[src/rtl/jtag_seq_pkg.sv]
// JTAG TAP sequencer shared types: command opcodes, FSM states and TMS navigation patterns.
// Latency: none (types, constants and pure functions only).
// Backpressure: not applicable.
package jtag_seq_pkg;

  typedef enum logic [1:0] {
    OP_RESET   = 2'd0,
    OP_IDLE    = 2'd1,
    OP_SCAN_IR = 2'd2,
    OP_SCAN_DR = 2'd3
  } op_t;

  typedef enum logic [2:0] {
    ST_INIT,
    ST_IDLE,
    ST_HDR,
    ST_SHIFT,
    ST_TRAIL,
    ST_RUN,
    ST_RSP
  } state_t;

  // TMS patterns, LSB is the first value presented to the TAP.
  // Header patterns walk the TAP from Run-Test/Idle into Shift-DR / Shift-IR.
  localparam logic [7:0] HDR_DR_TMS = 8'b0000_0001;  // 1,0,0
  localparam int         HDR_DR_LEN = 3;
  localparam logic [7:0] HDR_IR_TMS = 8'b0000_0011;  // 1,1,0,0
  localparam int         HDR_IR_LEN = 4;
  // Five ones reach Test-Logic-Reset from any state, the trailing zero parks in Run-Test/Idle.
  localparam logic [7:0] RESET_TMS  = 8'b0001_1111;  // 1,1,1,1,1,0
  localparam int         RESET_LEN  = 6;
  // Exit1 -> Update -> Run-Test/Idle after the final shift bit.
  localparam logic [7:0] TRAIL_TMS  = 8'b0000_0001;  // 1,0
  localparam int         TRAIL_LEN  = 2;

  // Index of the last value of the header (or reset) pattern for an op.
  function automatic logic [2:0] hdr_last(input op_t op);
    logic [2:0] last;
    case (op)
      OP_SCAN_DR: last = 3'(HDR_DR_LEN - 1);
      OP_SCAN_IR: last = 3'(HDR_IR_LEN - 1);
      OP_RESET:   last = 3'(RESET_LEN - 1);
      default:    last = 3'd0;
    endcase
    return last;
  endfunction

  // TMS value at position idx of the header (or reset) pattern for an op.
  function automatic logic hdr_tms(input op_t op, input logic [2:0] idx);
    logic [7:0] pat;
    case (op)
      OP_SCAN_DR: pat = HDR_DR_TMS;
      OP_SCAN_IR: pat = HDR_IR_TMS;
      OP_RESET:   pat = RESET_TMS;
      default:    pat = '0;
    endcase
    return pat[idx];
  endfunction

endpackage

[src/rtl/jtag_shift_reg.sv]
// Scan data register: parallel load of TDI bits, serial shift towards TDI, TDO captured into the scan window top.
// Latency: one shift per tck while shift is high; ser_out looks one bit ahead during a shift.
// Backpressure: none; contents hold whenever neither load nor shift is asserted.
module jtag_shift_reg #(
  parameter int DR_MAX    = 64,
  parameter int LEN_WIDTH = $clog2(DR_MAX + 1)
) (
  input  logic                 tck,
  input  logic                 trst,
  input  logic                 load,
  input  logic [LEN_WIDTH-1:0] load_len,
  input  logic [DR_MAX-1:0]    load_dat,
  input  logic                 shift,
  input  logic                 ser_in,
  output logic                 ser_out,
  output logic [DR_MAX-1:0]    par_out
);

  logic [DR_MAX-1:0]    q;
  logic [DR_MAX-1:0]    q_nxt;
  logic [DR_MAX-1:0]    shifted;
  logic [LEN_WIDTH-1:0] len_q;

  // Load masks bits above the scan length to zero; a shift moves the window down one place
  // and drops TDO into its top bit, so after len shifts bit i holds the i-th captured bit.
  always_comb begin
    shifted = {1'b0, q[DR_MAX-1:1]};
    q_nxt   = q;
    for (int k = 0; k < DR_MAX; k++) begin
      if (load) begin
        q_nxt[k] = (k < int'(load_len)) ? load_dat[k] : 1'b0;
      end else if (shift) begin
        if (k == int'(len_q) - 1) begin
          q_nxt[k] = ser_in;
        end else if (k < int'(len_q) - 1) begin
          q_nxt[k] = shifted[k];
        end
      end
    end
  end

  // Register contents and the latched scan length.
  always_ff @(posedge tck or negedge trst) begin
    if (!trst) begin
      q     <= '0;
      len_q <= '0;
    end else begin
      q <= q_nxt;
      if (load) begin
        len_q <= load_len;
      end
    end
  end

  // While shifting, the bit that becomes the LSB after this edge is q[1].
  assign ser_out = shift ? q[1] : q[0];
  assign par_out = q;

endmodule

[src/rtl/jtag_tap_sequencer.sv]
// Turns reset/idle/IR-scan/DR-scan commands into registered TMS/TDI sequences and returns captured TDO bits.
// Latency: response at E(L+5) for DR scans, E(L+6) for IR scans, E6 for reset, E(max(N,1)) for idle.
// Backpressure: one command in flight; cmd_ready only in IDLE, response held until rsp_ready.
module jtag_tap_sequencer
  import jtag_seq_pkg::*;
#(
  parameter int INSN_WIDTH = 8,
  parameter int DR_MAX     = 64,
  parameter int LEN_WIDTH  = $clog2(DR_MAX + 1)
) (
  input  logic                 tck,
  input  logic                 trst,
  input  logic                 cmd_valid,
  output logic                 cmd_ready,
  input  logic [1:0]           cmd_op,
  input  logic [LEN_WIDTH-1:0] cmd_len,
  input  logic [DR_MAX-1:0]    cmd_data,
  output logic                 rsp_valid,
  input  logic                 rsp_ready,
  output logic [DR_MAX-1:0]    rsp_data,
  output logic                 tap_tms,
  output logic                 tap_tdi,
  input  logic                 tap_tdo,
  output logic                 busy
);

  // IR scans share the DR_MAX-wide data path, so the nominal IR must fit in it.
  if (INSN_WIDTH < 1 || INSN_WIDTH > DR_MAX) begin : g_bad_insn_width
    $error("INSN_WIDTH must be between 1 and DR_MAX");
  end

  state_t               state_q, state_nxt;
  op_t                  op_q, op_nxt;
  logic [LEN_WIDTH-1:0] cnt_q, cnt_nxt;
  logic [LEN_WIDTH-1:0] len_q, len_nxt;
  logic [LEN_WIDTH-1:0] scan_len;
  logic [LEN_WIDTH-1:0] run_len;
  logic                 accept;
  logic                 is_scan;
  logic                 tms_nxt;
  logic                 tdi_nxt;
  logic                 sr_ser;

  assign accept  = cmd_valid && (state_q == ST_IDLE);
  assign is_scan = (op_t'(cmd_op) == OP_SCAN_IR) || (op_t'(cmd_op) == OP_SCAN_DR);

  // Scan length: 0 means 1, anything above DR_MAX saturates. Idle count: 0 means 1.
  always_comb begin
    if (cmd_len == '0) begin
      scan_len = LEN_WIDTH'(1);
    end else if (cmd_len > LEN_WIDTH'(DR_MAX)) begin
      scan_len = LEN_WIDTH'(DR_MAX);
    end else begin
      scan_len = cmd_len;
    end
    run_len = (cmd_len == '0) ? LEN_WIDTH'(1) : cmd_len;
  end

  // FSM state, pattern counter, latched op and length.
  always_ff @(posedge tck or negedge trst) begin
    if (!trst) begin
      state_q <= ST_INIT;
      op_q    <= OP_RESET;
      cnt_q   <= '0;
      len_q   <= LEN_WIDTH'(1);
    end else begin
      state_q <= state_nxt;
      op_q    <= op_nxt;
      cnt_q   <= cnt_nxt;
      len_q   <= len_nxt;
    end
  end

  // Next state: each state counts through its pattern, then hands over.
  always_comb begin
    state_nxt = state_q;
    op_nxt    = op_q;
    cnt_nxt   = cnt_q + LEN_WIDTH'(1);
    len_nxt   = len_q;
    case (state_q)
      ST_INIT: begin
        if (cnt_q == LEN_WIDTH'(hdr_last(OP_RESET))) begin
          state_nxt = ST_IDLE;
          cnt_nxt   = '0;
        end
      end
      ST_IDLE: begin
        cnt_nxt = '0;
        if (cmd_valid) begin
          op_nxt    = op_t'(cmd_op);
          state_nxt = (op_t'(cmd_op) == OP_IDLE) ? ST_RUN : ST_HDR;
          len_nxt   = (op_t'(cmd_op) == OP_IDLE) ? run_len : scan_len;
        end
      end
      ST_HDR: begin
        if (cnt_q == LEN_WIDTH'(hdr_last(op_q))) begin
          state_nxt = (op_q == OP_RESET) ? ST_RSP : ST_SHIFT;
          cnt_nxt   = '0;
        end
      end
      ST_SHIFT: begin
        if (cnt_q == len_q - LEN_WIDTH'(1)) begin
          state_nxt = ST_TRAIL;
          cnt_nxt   = '0;
        end
      end
      ST_TRAIL: begin
        if (cnt_q == LEN_WIDTH'(TRAIL_LEN - 1)) begin
          state_nxt = ST_RSP;
          cnt_nxt   = '0;
        end
      end
      ST_RUN: begin
        if (cnt_q == len_q - LEN_WIDTH'(1)) begin
          state_nxt = ST_RSP;
          cnt_nxt   = '0;
        end
      end
      ST_RSP: begin
        cnt_nxt = '0;
        if (rsp_ready) begin
          state_nxt = ST_IDLE;
        end
      end
      default: begin
        state_nxt = ST_INIT;
        cnt_nxt   = '0;
      end
    endcase
  end

  // Outputs: handshakes from the current state; pin values decoded from the next state so they can be registered.
  always_comb begin
    cmd_ready = (state_q == ST_IDLE);
    rsp_valid = (state_q == ST_RSP);
    busy      = (state_q != ST_IDLE);
    tdi_nxt   = 1'b0;
    case (state_nxt)
      ST_INIT:  tms_nxt = hdr_tms(OP_RESET, cnt_nxt[2:0]);
      ST_HDR:   tms_nxt = hdr_tms(op_nxt, cnt_nxt[2:0]);
      ST_SHIFT: begin
        tms_nxt = (cnt_nxt == len_nxt - LEN_WIDTH'(1));
        tdi_nxt = sr_ser;
      end
      ST_TRAIL: tms_nxt = TRAIL_TMS[cnt_nxt[2:0]];
      default:  tms_nxt = 1'b0;
    endcase
  end

  // Registered TAP pins; reset holds TMS high so the TAP falls into Test-Logic-Reset.
  always_ff @(posedge tck or negedge trst) begin
    if (!trst) begin
      tap_tms <= 1'b1;
      tap_tdi <= 1'b0;
    end else begin
      tap_tms <= tms_nxt;
      tap_tdi <= tdi_nxt;
    end
  end

  jtag_shift_reg #(
    .DR_MAX    (DR_MAX),
    .LEN_WIDTH (LEN_WIDTH)
  ) u_shift_reg (
    .tck      (tck),
    .trst     (trst),
    .load     (accept),
    .load_len (scan_len),
    .load_dat (is_scan ? cmd_data : '0),
    .shift    (state_q == ST_SHIFT),
    .ser_in   (tap_tdo),
    .ser_out  (sr_ser),
    .par_out  (rsp_data)
  );

endmodule

[config.mk]
export PLATFORM = sky130hd
export DESIGN_NAME = jtag_tap_sequencer
export DESIGN_NICKNAME = d
export VERILOG_FILES = /design/src/rtl/jtag_seq_pkg.sv /design/src/rtl/jtag_shift_reg.sv /design/src/rtl/jtag_tap_sequencer.sv
export SDC_FILE = /design/constraint.sdc
export NUM_CORES = 1
export LEC_CHECK = 0
export CAP_MARGIN = 15
export CORE_MARGIN = 2
export CORE_UTILIZATION = 42
export CTS_CLUSTER_DIAMETER = 50
export CTS_CLUSTER_SIZE = 14
export DETAILED_ROUTE_END_ITERATION = 10
export GPL_TIMING_DRIVEN = 0
export PLACE_DENSITY = 0.71
export SYNTH_ARGS = -nofsm -noshare
export SYNTH_HDL_FRONTEND = slang
export SYNTH_SLANG_ARGS = --single-unit
[constraint.sdc]
create_clock -name tck -period 6.1 [get_ports tck]
set_input_delay 0.61 -clock tck [delete_from_list [all_inputs] [get_ports tck]]
set_output_delay 0.61 -clock tck [all_outputs]
set_load 0.02 [all_outputs]
==> results.tsv <==
metric	value	unit
wirelength	36900	um
cts-resized-gates	0	
die_width	141	um
path_clk_slew	80	ps
overflow	0	
period_minus_slack	4920	ps
antenna_found_initial	0	
cts_buffer_depth	2	
finalWeightedCongestion	1.07	
clock_latency	370	ps
use_met3	0.0805	
grt_pass1_wl	54200	um
finalCritPeriodShare	0.806	
dr.pass1.iters	6	
worst_setup_path_startpoint	cmd_valid	
holdWs	247	ps
cts-root-buf	clkbuf_16	
dieArea	19800	um2
synth_area_leaders	dfrtp_1, o21ai_0, mux2i_1	
synth.distinct_cells	86	
synth_warnings	0	
async_reset_ff_frac	1.00	
fin_nets	1224	
port_buffers	144	
powerDensity	683	nW/um2
dp_hpwl	27600	um
hp-class	in -> async	
core_area	18500	um2
grt.busiest_layer	met2	
viasPerCell	6.66	
critPathRequiredTime	6370	ps
first_iter_violations	1206	
wl_per_cell	26.8	um
postCtsSetupRepairBufs	0	
total_power	6.79	mW
arrival	5180	ps
synth_flop_cell	dfrtp_1	
htreeDepth	3	
setup-tns-final	0	ps
n_fill_cell	1780	
numCtsBuffers	9	
crit_fanout	10	
synthToLayoutAreaGrowth	26.6	%
initial_core_util	0.424	
grt_use_total	0.364	
netlist.top_cell.by_area	dfrtp_1	
grt_use_met1	0.480	
max-slew-margin-rel	0.111	
drive_gt1_frac	0.0884	
yosys_register_bits	92	
die_y	141	um
worstMarginPinSlew	1320	ps
hold_viol	0	
synthesis.nets	1067	
rows	50	
numClockSinks	92	
drc	0	
drv_slew	0	
rsz0062_at_grt	false	
r2r-start	state_q[1]$_DFF_PN0_	
setup-violations-final	0	
drv_cap	0	
cellLeakagePower	3.79	nW
status	completed	
placed_cell_area	9620	um2
grt_pass1_vias	8755	
fmax	203	MHz
worstSetupPathType	in -> reg	
cts-hold-fix-buffers	0	
critPathCaptureType	register	
ir_drop	365	uV
vias	9178	
synth-edff-count	0	
syn_area_per_cell	8.01	um2
use_met2	0.551	
synth_common_cells	o21ai_0, nand2_1, dfrtp_1, nor2_1, a21oi_1	
finalClockSkew	12.4	ps
ant_nets	0	
synthMostInstantiatedCell	o21ai_0	
netlist.area_leader.share	0.287	
synth.cell_area	7860	um2
ios	147	
synth-seq-area-share	0.293	
grt_max_degree	49	
fin_util	0.537	
startpoint_type	primary input	
syn_inst	981	
cts_tree	yes	
fin_area	9940	um2
==> final timing paths <==
| check | slack, ps | cells past startpoint | endpoint |
|---|---|---|---|
| max | 1180 | 14 | tap_tms$_DFF_PN1_ |
| min | 250 | 1 | u_shift_reg.par_out[18]$_DFFE_PN0P_ |
| max reg2reg | 1500 | 13 | tap_tms$_DFF_PN1_ |
| min reg2reg | 530 | 1 | u_shift_reg.par_out[39]$_DFFE_PN0P_ |
| max in group asynchronous | 5110 | 2 | len_q[0]$_DFF_PN1_ |
| min in group tck | 530 | 1 | u_shift_reg.par_out[39]$_DFFE_PN0P_ |
==> flip-flops by register name, summed over array words and instances, names as in the netlist <==
| signal | flops |
|---|---|
| len_q | 7 |
| state_q | 3 |
| tap_tdi | 1 |
| u_shift_reg.len_q | 7 |
| cnt_q | 7 |
| tap_tms | 1 |
| op_q | 2 |
| u_shift_reg.par_out | 64 |
==> layer usage <==
metal  wire (um)  share of wire
met5           0              0
met4        2280          0.062
met3        4070           0.11
met2       15800           0.43
met1       14700           0.40
==> where the power goes <==
part	switching [mW]	internal [mW]	leakage [nW]
clock network	0.279	0.334	0.154
registers	0.304	0.908	1.09
logic	3.17	1.80	2.55
total	3.75	3.04	3.79
==> metrics by stage <==
step,setup slack [ps],std cells
floorplan,2830,981
global placement,813,1359
detailed placement,1020,1360
CTS,1380,1376
global route,982,1377
finish,1180,1378
==> critical path, stage by stage <==
cell	delay, ps
clkdlybuf4s50_1	520
nand4bb_1	190
clkbuf_1	430
clkbuf_1	620
clkbuf_1	510
buf_1	670
nand2_1	120
o21a_1	150
ha_1	210
xor2_1	200
a2111oi_0	420
a211o_1	170
a21oi_1	70
o31ai_1	280
==> logic make-up (layout without fill, tap and decap cells) <==
group	Yosys count	in the layout	synth area share
AO/OA/AOI/OAI	368	368	0.297
XOR/XNOR	29	29	0.0341
adder cells (fa/ha/maj)	9	9	0.0142
buffers and inverters	100	262	0.0558
flip-flops	92	92	0.293
multiplexers	78	78	0.105
other	0	1	0
AND/OR/NAND/NOR	305	305	0.200
==> cell usage in the layout (no fill, tap or decap), drive strengths merged, types with 4 or more instances in the layout <==
cell	count
nand3	18
nor2	92
inv	32
o21ai	100
nand2b	12
nor4	8
nand4	5
clkdlybuf4s50	143
o22a	8
nor3b	4
a22oi	8
mux2	34
mux2i	44
o211ai	15
and3	11
a32oi	4
a31oi	47
nor3	21
a211o	4
a21oi	82
and2	9
xor2	10
buf	27
dfrtp	90
nand2	91
xnor2	18
nand3b	6
o22ai	23
clkbuf	57
o311ai	4
nor4b	4
or3	5
o21a	16
ha	8
o31ai	20
o221ai	8
==> layout make-up <==
class	count	area, um2	area share
multi-input combinational	789	5120	0.515
inverter	29	109	0.0109
clock buffer	10	239	0.0240
sequential	92	2300	0.232
antenna	1	2.50	0.000252
buffer	71	329	0.0331
clock inverter	6	70.1	0.00705
timing repair buffer	146	1480	0.149
tap	234	293	0.0294
No activity file was read; power rests on OpenSTA's default activity.
